===== src/rtl/conv_frame_scheduler.sv =====
// Frame scheduler feeding a line-buffered convolution engine: meters upstream pixels
// against line-buffer credit. Optional STALL_CNT_EN macro adds a saturating stall_cycles counter.
module conv_frame_scheduler #(
  parameter int IMG_W  = 512,
  parameter int IMG_H  = 512,
  parameter int NUM_LB = 4
) (
  input  logic        clk,
  input  logic        reset,
  input  logic        start,
  input  logic [7:0]  s_data,
  input  logic        s_valid,
  output logic        s_ready,
  output logic [7:0]  pix_data,
  output logic        pix_valid,
  input  logic        row_intr,
  output logic        busy,
  output logic        frame_done,
  output logic [9:0]  rows_out,
  output logic        ovf_err,
`ifdef STALL_CNT_EN
  output logic [15:0] stall_cycles,
`endif
  output logic [1:0]  state_dbg,
  output logic [11:0] credit_dbg
);

  localparam int CW = (IMG_W > 1) ? $clog2(IMG_W) : 1;
  localparam int RW = (IMG_H > 1) ? $clog2(IMG_H) : 1;
  localparam logic [11:0] CREDIT_MAX = 12'(NUM_LB * IMG_W);

  typedef enum logic [1:0] {
    IDLE   = 2'd0,
    STREAM = 2'd1,
    DRAIN  = 2'd2,
    DONE   = 2'd3
  } state_t;

  state_t          state_q, state_d;
  logic [11:0]     credit_q, credit_d;
  logic            ovf_q, ovf_d;
  logic [9:0]      rows_q, rows_d;
  logic [CW-1:0]   col_q, col_d;
  logic [RW-1:0]   row_q, row_d;
  logic [7:0]      pix_data_q, pix_data_d;
  logic            pix_valid_q, pix_valid_d;
  logic            busy_q, busy_d;
  logic            frame_done_q, frame_done_d;
  logic            accept;
  logic            active;
  logic            last_pix;
  logic [12:0]     credit_sum;

  // Handshake: a pixel transfers on any posedge where s_valid && s_ready; s_ready
  // never depends on s_valid, and s_valid may be held high while s_ready is low.
  assign s_ready  = (state_q == STREAM) && (credit_q != 12'd0);
  assign accept   = s_valid && s_ready;
  assign active   = (state_q == STREAM) || (state_q == DRAIN);
  assign last_pix = (col_q == CW'(IMG_W - 1)) && (row_q == RW'(IMG_H - 1));

  always_comb begin
    state_d      = state_q;
    credit_d     = credit_q;
    ovf_d        = ovf_q;
    rows_d       = rows_q;
    col_d        = col_q;
    row_d        = row_q;
    pix_data_d   = accept ? s_data : pix_data_q;
    pix_valid_d  = accept;
    credit_sum   = 13'd0;

    case (state_q)
      IDLE: begin
        if (start) begin
          state_d  = STREAM;
          credit_d = CREDIT_MAX;
          ovf_d    = 1'b0;
          rows_d   = 10'd0;
          col_d    = '0;
          row_d    = '0;
        end
      end
      STREAM: begin
        if (accept && last_pix) state_d = DRAIN;
      end
      DRAIN: begin
        if (rows_q >= 10'(IMG_H - 2)) state_d = DONE;
      end
      DONE: state_d = IDLE;
      default: state_d = IDLE;
    endcase

    // A row release and a pixel accept in the same cycle net out to +IMG_W-1.
    if (active) begin
      credit_sum = {1'b0, credit_q}
                 + (row_intr ? 13'(IMG_W) : 13'd0)
                 - (accept ? 13'd1 : 13'd0);
      if (row_intr && (credit_sum > {1'b0, CREDIT_MAX})) begin
        credit_d = CREDIT_MAX;
        ovf_d    = 1'b1;
      end else begin
        credit_d = credit_sum[11:0];
      end
      if (row_intr) rows_d = rows_q + 10'd1;
    end

    if (accept) begin
      if (col_q == CW'(IMG_W - 1)) begin
        col_d = '0;
        row_d = (row_q == RW'(IMG_H - 1)) ? '0 : row_q + RW'(1);
      end else begin
        col_d = col_q + CW'(1);
      end
    end

    busy_d       = (state_d != IDLE);
    frame_done_d = (state_d == DONE);
  end

  always_ff @(posedge clk) begin
    if (reset) begin
      state_q      <= IDLE;
      credit_q     <= CREDIT_MAX;
      ovf_q        <= 1'b0;
      rows_q       <= 10'd0;
      col_q        <= '0;
      row_q        <= '0;
      pix_data_q   <= 8'd0;
      pix_valid_q  <= 1'b0;
      busy_q       <= 1'b0;
      frame_done_q <= 1'b0;
    end else begin
      state_q      <= state_d;
      credit_q     <= credit_d;
      ovf_q        <= ovf_d;
      rows_q       <= rows_d;
      col_q        <= col_d;
      row_q        <= row_d;
      pix_data_q   <= pix_data_d;
      pix_valid_q  <= pix_valid_d;
      busy_q       <= busy_d;
      frame_done_q <= frame_done_d;
    end
  end

`ifdef STALL_CNT_EN
  logic [15:0] stall_q, stall_d;

  always_comb begin
    stall_d = stall_q;
    if ((state_q == IDLE) && start) begin
      stall_d = 16'd0;
    end else if ((state_q == STREAM) && s_valid && !s_ready && (stall_q != 16'hFFFF)) begin
      stall_d = stall_q + 16'd1;
    end
  end

  always_ff @(posedge clk) begin
    if (reset) stall_q <= 16'd0;
    else       stall_q <= stall_d;
  end

  assign stall_cycles = stall_q;
`endif

  assign pix_data   = pix_data_q;
  assign pix_valid  = pix_valid_q;
  assign busy       = busy_q;
  assign frame_done = frame_done_q;
  assign rows_out   = rows_q;
  assign ovf_err    = ovf_q;
  assign state_dbg  = state_q;
  assign credit_dbg = credit_q;

endmodule


===== config.mk =====
export PLATFORM = sky130hd
export DESIGN_NAME = conv_frame_scheduler
export DESIGN_NICKNAME = d
export VERILOG_FILES = /design/src/rtl/conv_frame_scheduler.sv
export SDC_FILE = /design/constraint.sdc
export NUM_CORES = 1
export LEC_CHECK = 0
export ABC_CLOCK_PERIOD_IN_PS = 7300
export CAP_MARGIN = 5
export CORE_AREA = 3 3 90 92
export DETAILED_ROUTE_END_ITERATION = 10
export DIE_AREA = 0 0 93 95
export GPL_ROUTABILITY_DRIVEN = 0
export PLACE_DENSITY = 0.74
export SYNTH_ARGS = -nofsm -noshare
export SYNTH_HDL_FRONTEND = slang
export SYNTH_SLANG_ARGS = --single-unit

===== constraint.sdc =====
create_clock -name clk -period 7.3 [get_ports clk]
set_clock_uncertainty 0.05 [all_clocks]
set_input_delay 1.46 -clock clk [delete_from_list [all_inputs] [get_ports clk]]
set_output_delay 1.46 -clock clk [all_outputs]
set_load 0.01 [all_outputs]

; Word level (Yosys, flattened, before mapping)
; Cells that the tools add are included.
[word_totals]
out_inout_bits = 37
mem_bits_rw = 0
latch_bits = 0
n_memories = 0
register_bits = 54
input_bits = 13
rom_bits = 0
wordCells = 65
[classes]
reduce_logical = 15
multipliers = 0
eq_ne = 6
mux = 27
bitwise = 0
shift = 0
n_lt_le_gt_ge = 2
n_addsub = 5
n_div = 0
[ops]
columns = cell, count
row1 = two-way mux 9 bit, 9
row2 = two-way mux 10 bit, 5
row3 = two-way mux 12 bit, 4
row4 = "adder 9 x 1 -> 9 bit, second input constant", 2
row5 = "== test 9 bit, second input constant", 2
row6 = adder 12 x 10 -> 13 bit, 1
row7 = "> comparator 13 x 12 -> 1 bit, second input constant", 1
row8 = subtractor 13 x 1 -> 13 bit, 1
row9 = nonzero test 12 bit, 1
row10 = "adder 10 x 1 -> 10 bit, second input constant", 1
row11 = ">= comparator 10 x 9 -> 1 bit, second input constant", 1
row12 = nonzero test 2 bit, 5
row13 = one-hot mux 2 bit (4 select lines), 1
row14 = "== test 2 bit, second input constant", 3
row15 = two-way mux 2 bit, 3
row16 = logical AND 1 bit, 5
row17 = two-way mux 1 bit, 5
row18 = AND reduction 2 bit, 2
row19 = "== test 2 x 1 -> 1 bit, second input constant", 1
row20 = logical NOT 2 bit, 1
row21 = logical OR 1 bit, 1

; Longest topological paths before layout
; Gate-level depths: netlist of run 1.
[logic_depth]
ltp_word = 9
mapped_depth = 18
mapped_depth_nobuf = 17

; Worst setup path before layout of run 1
; OpenSTA, ideal clock, no wires.
[synth_path]
kind = input to register
from = input port s_valid
to = register credit_q[11] (netlist: credit_dbg[11])
slack_ns = 3.135
setup_time_ns = 0.122
cell_stages = 14
arrival_time_ns = 3.993
n_path_buf = 1
path_cell_list = nand2_1 inv_2 clkbuf_1 ha_1 inv_1 ha_1 fa_1 nand2b_1 a211oi_2 o21ai_1 nand3_1 o311ai_4 o311ai_1 a221o_1
[synth_via]
elab_chain_cells = 7
[synth_rtl]
columns = element, line_no
row1 = from (decl), 12  ; input logic s_valid,
row2 = logical AND 1 bit (*), 57  ; assign accept = s_valid && s_ready;
row3 = named net accept, 49  ; logic accept;
row4 = two-way mux 1 bit (*), 97  ; - (accept ? 13'd1 : 13'd0);
row5 = subtractor 13 x 1 -> 13 bit (*), 97
row6 = > comparator 13 x 12 -> 1 bit, 98  ; if (row_intr && (credit_sum > {1'b0, CREDIT_MAX})) begin
row7 = logical AND 1 bit, 98
row8 = two-way mux 12 bit (*), 98
row9 = two-way mux 12 bit (*), 94  ; if (active) begin
row10 = to (signal assigned), 134  ; credit_q <= credit_d;
row11 = to (decl), 40  ; logic [11:0] credit_q, credit_d;
; The timed path passes the listed nets; every way through them passes the cells marked *.
; A chain may end at the register's enable or synchronous reset.

; Final worst setup path of run 1
[layout_path]
from = input port s_valid
to = register credit_q[4] (netlist: credit_dbg[4])
[layout_via]
elab_chain_cells = 7
[layout_rtl]
columns = element, line_no
row1 = logical AND 1 bit (*), 57
row2 = two-way mux 1 bit (*), 97
row3 = subtractor 13 x 1 -> 13 bit (*), 97
row4 = > comparator 13 x 12 -> 1 bit, 98
row5 = logical AND 1 bit, 98
row6 = two-way mux 12 bit (*), 98
row7 = two-way mux 12 bit (*), 94
; Mark *: on every way between the ends. The rest lies on a longest branch, timed or not.

==> impl_metrics.yaml, run 1 <==
clock_network:
  clkSinkCount: 54
  cts_resized: 0
  clockRootBuffer: "clkbuf_8"
  cts_hold_buf: 0
  clockBufferDepth: 2
  insertion_delay_ns: 0.31
  htreeDepth: 2
  numCtsBuffers: 5
  clk_pin_slew_ns: 0.10
  cts_tree: "done"
  post_cts_buffers: 0
synth:
  yosys.area_share.simple: 0.237
  synthAdderAreaFrac: 0.112
  muxShareOfSynthArea: 0.00341
  synth_nets: 444
  synth_compound_area_frac: 0.246
  synthArstFlopShare: 0
  yosys-top-cells-area: "dfxtp_1 33%, ha_1 11%, nand2_1 5.4%"
  syn_avg_cell_area_um2: 8.23
  ys_types: 64
  synthXorXnorAreaFrac: 0.0231
  synth-edff-count: 0
  synth_top_family_by_area: "compound AO/OA/AOI/OAI gates"
  ys_warn_count: 0
  netlist_area_mm2: 0.00331
  seq_area_frac_synth: 0.327
  synthCells: 402
  synth_top_cell_by_area: "dfxtp_1"
  ys_ff_latch: 54
  synth_top_area_frac: 0.327
  synth_flop_cell: "dfxtp_1"
route:
  via_per_inst: 5.53
  num_vias: 3024
  avgRoutedWirePerCell_um: 13.9
  routed_wl_um: 7620
  dr.pass1.iters: 4
  route.detailed.drc: 0
  first_iter_violations: 128
  ant_nets: 0
die:
  pin_count: 50
  die_y_um: 95
  initial_core_util: 0.454
  die-area_mm2: 0.00884
  rows: 31
  die_w_um: 93
  coreArea_mm2: 0.00729
finish:
  utilization: 0.543
  seqCellArea_mm2: 0.00108
  area_growth_pct: 19.8
  drive_gt1_frac: 0.0826
  fin_nets: 489
  multi_input_area_mm2: 0.00206
  antenna_cells: 0
  mostFrequentLayoutCell: "dfxtp_1"
  layout_common_cells: "54 x dfxtp_1, 49 x clkdlybuf4s50_1, 48 x nand2_1, 40 x nor2_1, 34 x a21oi_1"
  fill_cells: 699
timing:
  tightest_slew_ns: 0.739
  final.min_clock_period_ns: 4.79
  setup_tns_ns: 0
  min_period_over_period: 0.656
  rsz0062_at_grt: "no"
  slew_headroom: 0.506
  hold_viol: 0
  setup_viol: 0
  fmax_ghz: 0.209
  slew_violations: 0
power:
  switchingPower_mw: 0.402
  powerDensity_mw_per_mm2: 246
  power_mw: 0.976
  p_leak_nw: 1.46
  ir_drop_mv: 0.194
  p_seq_frac: 0.337
  clock_power_share: 0.170
  pwr-share-comb: 0.492
  switching_share: 0.412
  p_int_mw: 0.574
global_route:
  grt_pass1_vias: 2776
  grt_pass1_wl_um: 12400
  grt_max_degree: 45
  gr-usage-all-layers: 0.170
  grt_overflow: 0
  antenna_found_initial: 0
placed_design:
  place_hpwl_um: 5780
  portBuffers: 49
setup_path:
  worstPathRequired_ns: 7.44
  cp-end-kind: "register"
  cp-start-kind: "primary input"
  path_class: "in -> reg"
  path_max_fanout: 16
  cp.arrival_ns: 4.93
  reg2regPathDepth: 17
status:
  status: "complete, no violations"
worst_hold_path:
  min_path_type: "reg -> reg"
  worstHoldPathCells: 2
run:
  max-cap-violations: 0
[layer usage]
layer | global-route usage | share of wire
met5 | 0 | 0
met4 | 0.0464 | 0.0087
met3 | 0.0231 | 0.037
met2 | 0.303 | 0.49
met1 | 0.216 | 0.46
[area by class of cell]
class	instances	share of cell area
Clock buffer	5	0.0174
Inverter	30	0.0284
Clock inverter	3	0.00537
Sequential cell	54	0.273
Tap cell	99	0.0313
Multi-Input combinational cell	306	0.519
Timing Repair Buffer	50	0.126
[Yosys cell counts, types with 2 or more instances]
master	n
or3_1	4
a311oi_1	7
dfxtp_1	54
nor2_1	40
a22oi_1	8
or2_1	2
a21oi_1	34
nand2_1	48
or3b_2	5
inv_1	29
nand4_1	3
ha_1	28
nand3_1	21
a31oi_2	2
o21a_1	3
and3_1	8
a211oi_1	2
nand2b_1	3
o311ai_1	2
a41oi_1	2
and2_1	5
xnor2_1	4
o21ai_1	17
nor2b_1	3
or2_2	2
o21ai_0	5
a31oi_1	6
nor3_1	4
a211oi_2	2
clkbuf_1	8
nand3b_1	3
o31ai_2	5
nor3b_1	2
[flip-flops by register name, summed over array words and instances, names as in the netlist]
signal,count
pix_data,8
rows_out,10
ovf_err,1
credit_dbg,12
pix_valid,1
frame_done,1
row_q,9
col_q,9
state_dbg,2
busy,1
[final timing paths]
kind | start | slack (ns) | end
max | s_valid | 2.51 | credit_dbg[4]
min | pix_data[1] | 0.41 | pix_data[1]
max reg2reg | credit_dbg[11] | 3.07 | credit_dbg[4]
min reg2reg | pix_data[1] | 0.41 | pix_data[1]
[metrics by stage]
stage / area [um2] / hold WS (ns) / worst slack [ns] / instances
floorplan: 3310 / 0.391 / 3.13 / 402
finish: 3960 / 0.412 / 2.51 / 547
detailed placement: 3870 / 0.399 / 2.24 / 539
global route: 3960 / 0.438 / 2.24 / 547
global placement: 3870 / 0.392 / 2.32 / 539
CTS: 3960 / 0.413 / 2.56 / 547
[cell families (layout without fill, tap and decap cells)]
group                      after synthesis  in the layout
adders and majority gates               29             29
DFF                                     54             54
xor gates and xnor gates                 7              7
AOI/OAI and AO/OA                      110            110
and+or+nand+nor                        159            159
buffers and inverters                   42             88
muxes                                    1              1
[worst max-delay path: stages]
cell and delay (ns):
clkdlybuf4s50_1 0.53, nand2_1 0.29, inv_2 0.33, ha_1 0.20, inv_1 0.04, ha_1 0.20
fa_1 0.40, nand2b_1 0.12, a211oi_2 0.10, o21ai_1 0.32, o211ai_1 0.18, and2_1 0.20
a41oi_4 0.41, o21ai_1 0.12
[power groups by stage]
stage          clock network [mW]  logic [mW]  registers (mW)
6_report                    0.166       0.480           0.329
5_1_grt                     0.182       0.527           0.331
4_1_cts                     0.172       0.480           0.329
3_5_place_dp                    0       0.478           0.335
3_3_place_gp                    0       0.465           0.335
2_1_floorplan                   0       0.362           0.336
No activity file was read; power rests on OpenSTA's default activity.
==> inputs of run 2 (changes only) <==
ABC_CLOCK_PERIOD_IN_PS = 4300   (was 7300)
PLACE_DENSITY = 0.77   (was 0.74)
clock period = 4.3 ns   (was 7.3 ns; I/O delays follow)
==> impl_metrics.yaml, run 2 (synthesized netlist as in run 1, its figures left out) <==
clock_network:
  post_cts_buffers: 0
  cts_hold_buf: 0
  insertion_delay_ns: 0.30
  clockRootBuffer: "clkbuf_8"
  numCtsBuffers: 5
  cts_tree: "done"
  clk_pin_slew_ns: 0.10
  htreeDepth: 2
  clkSinkCount: 54
  clockBufferDepth: 2
  cts_resized: 0
power:
  p_leak_nw: 1.48
  ir_drop_mv: 0.487
  power_mw: 1.71
  powerDensity_mw_per_mm2: 426
timing:
  slew_violations: 0
  hold_viol: 0
  setup_slack_ns: 0.636
  setup_tns_ns: 0
  final.min_clock_period_ns: 3.66
  rsz0062_at_grt: "no"
  min_period_over_period: 0.852
  setup_viol: 0
  tightest_slew_ns: 0.708
  slew_headroom: 0.527
  fmax_ghz: 0.273
finish:
  mostFrequentLayoutCell: "dfxtp_1"
  seqCellArea_mm2: 0.00108
  drive_gt1_frac: 0.0867
  layout_common_cells: "54 x dfxtp_1, 49 x clkdlybuf4s50_1, 48 x nand2_1, 40 x nor2_1, 34 x a21oi_1"
  fin_nets: 491
  area_growth_pct: 21.0
  design_area_mm2: 0.00400
  final_cells: 549
  multi_input_area_mm2: 0.00206
  fill_cells: 692
  antenna_cells: 0
  largest_register_ffs: 12
setup_path:
  path_delay_family: "compound AO/OA/AOI/OAI gates"
  cp-startpoint: "credit_dbg[11]"
  cp-end-kind: "register"
  path_class: "reg -> reg"
  r2r-start: "credit_dbg[11]"
  worstPathRequired_ns: 4.44
  cp.arrival_ns: 3.80
  r2r_end: "credit_dbg[6]"
  crit_buf_inv: 3
  cp_slowest_cell: "dfxtp_1"
  critPathMaxStageDelay_ns: 0.41
  crit_path_end: "credit_dbg[6]"
  cp-start-kind: "register"
  cp_common_cell: "ha_1"
  cp.depth: 17
  reg2reg_slack_ns: 0.64
  reg2regPathDepth: 17
  path_max_fanout: 8
  worstPathCellList: "inv_1 -> ha_1 -> nand4_1 -> o21a_1 -> nand2_1 -> inv_2 -> ha_1 -> inv_1 -> ha_1 -> fa_1 -> nand2b_1 -> a211oi_2 -> o21ai_1 -> o211ai_1 -> and2_1 -> a41oi_4 -> o21ai_1"
global_route:
  grt_overflow: 0
  antenna_found_initial: 0
  top_usage_layer: "met2"
  grtUsageMet1: 0.221
  grt_max_degree: 44
  use_met2: 0.319
  grt_util_met3: 0.0279
  grt_pass1_vias: 2915
  gr-usage-all-layers: 0.175
  grt_pass1_wl_um: 13000
route:
  dr.pass1.iters: 4
  avgRoutedWirePerCell_um: 13.5
  route.detailed.drc: 0
  via_per_inst: 5.51
  ant_nets: 0
  num_vias: 3024
  routed_wl_um: 7430
  first_iter_violations: 131
run:
  max-cap-violations: 0
status:
  status: "complete, no violations"
die:
  rows: 31
  die_y_um: 95
  die-area_mm2: 0.00884
  initial_core_util: 0.454
  pin_count: 50
  die_w_um: 93
  coreArea_mm2: 0.00729
placed_design:
  portBuffers: 49
  dp_slack_ns: 0.366
  place_hpwl_um: 5640
  dp_cells: 541
  placement.cell_area_mm2: 0.00389
worst_hold_path:
  min_path_type: "reg -> reg"
## run 2: power by group
part	leakage, nW	switching, mW	total (mW)	internal (mW)
sequential	0.437	0.0304	0.557	0.526
clock	0.0504	0.169	0.342	0.173
combinational	0.991	0.472	0.806	0.334
total	1.48	0.671	1.71	1.03
## run 2: metrics by stage
step | hold slack (ns) | utilization
after global routing | 0.444 | 0.549
after detailed placement | 0.401 | 0.533
after global placement | 0.392 | 0.533
after CTS | 0.415 | 0.549
final | 0.412 | 0.549
after floorplan | 0.391 | -
## run 2: layout make-up
type                       count  area share
tap                           99      0.0310
sequential                    54       0.270
clock inverter                 3      0.0113
inverter                      30      0.0282
multi-input combinational    306       0.514
timing repair buffer          52       0.128
clock buffer                   5      0.0172
## run 2: metal layers
layer / wire (um) / part of all wire / up-vias
met4: 61 / 0.0082 / 0
met1: 3520 / 0.47 / 1440
met2: 3650 / 0.49 / 48
met3: 202 / 0.027 / 8
met5: 0 / 0 / -
li1: - / - / 1528
## run 2: worst min path at each step
| stage | startpoint | to | slack, ns | cells after the start |
|---|---|---|---|---|
| 3_5_place_dp | pix_data[6] | pix_data[6] | 0.40 | 2 |
| 5_1_grt | pix_data[1] | pix_data[1] | 0.44 | 2 |
| 3_3_place_gp | pix_data[5] | pix_data[5] | 0.39 | 2 |
| 6_report | pix_data[6] | pix_data[6] | 0.41 | 2 |
| 2_1_floorplan | row_q[5] | row_q[5] | 0.39 | 1 |
| 4_1_cts | pix_data[1] | pix_data[1] | 0.42 | 2 |
## run 2: tightest hold or removal path, stage by stage, from the launching register on
cell,delay (ns)
dfxtp_1,0.32
nand2_1,0.05
a21oi_1,0.05
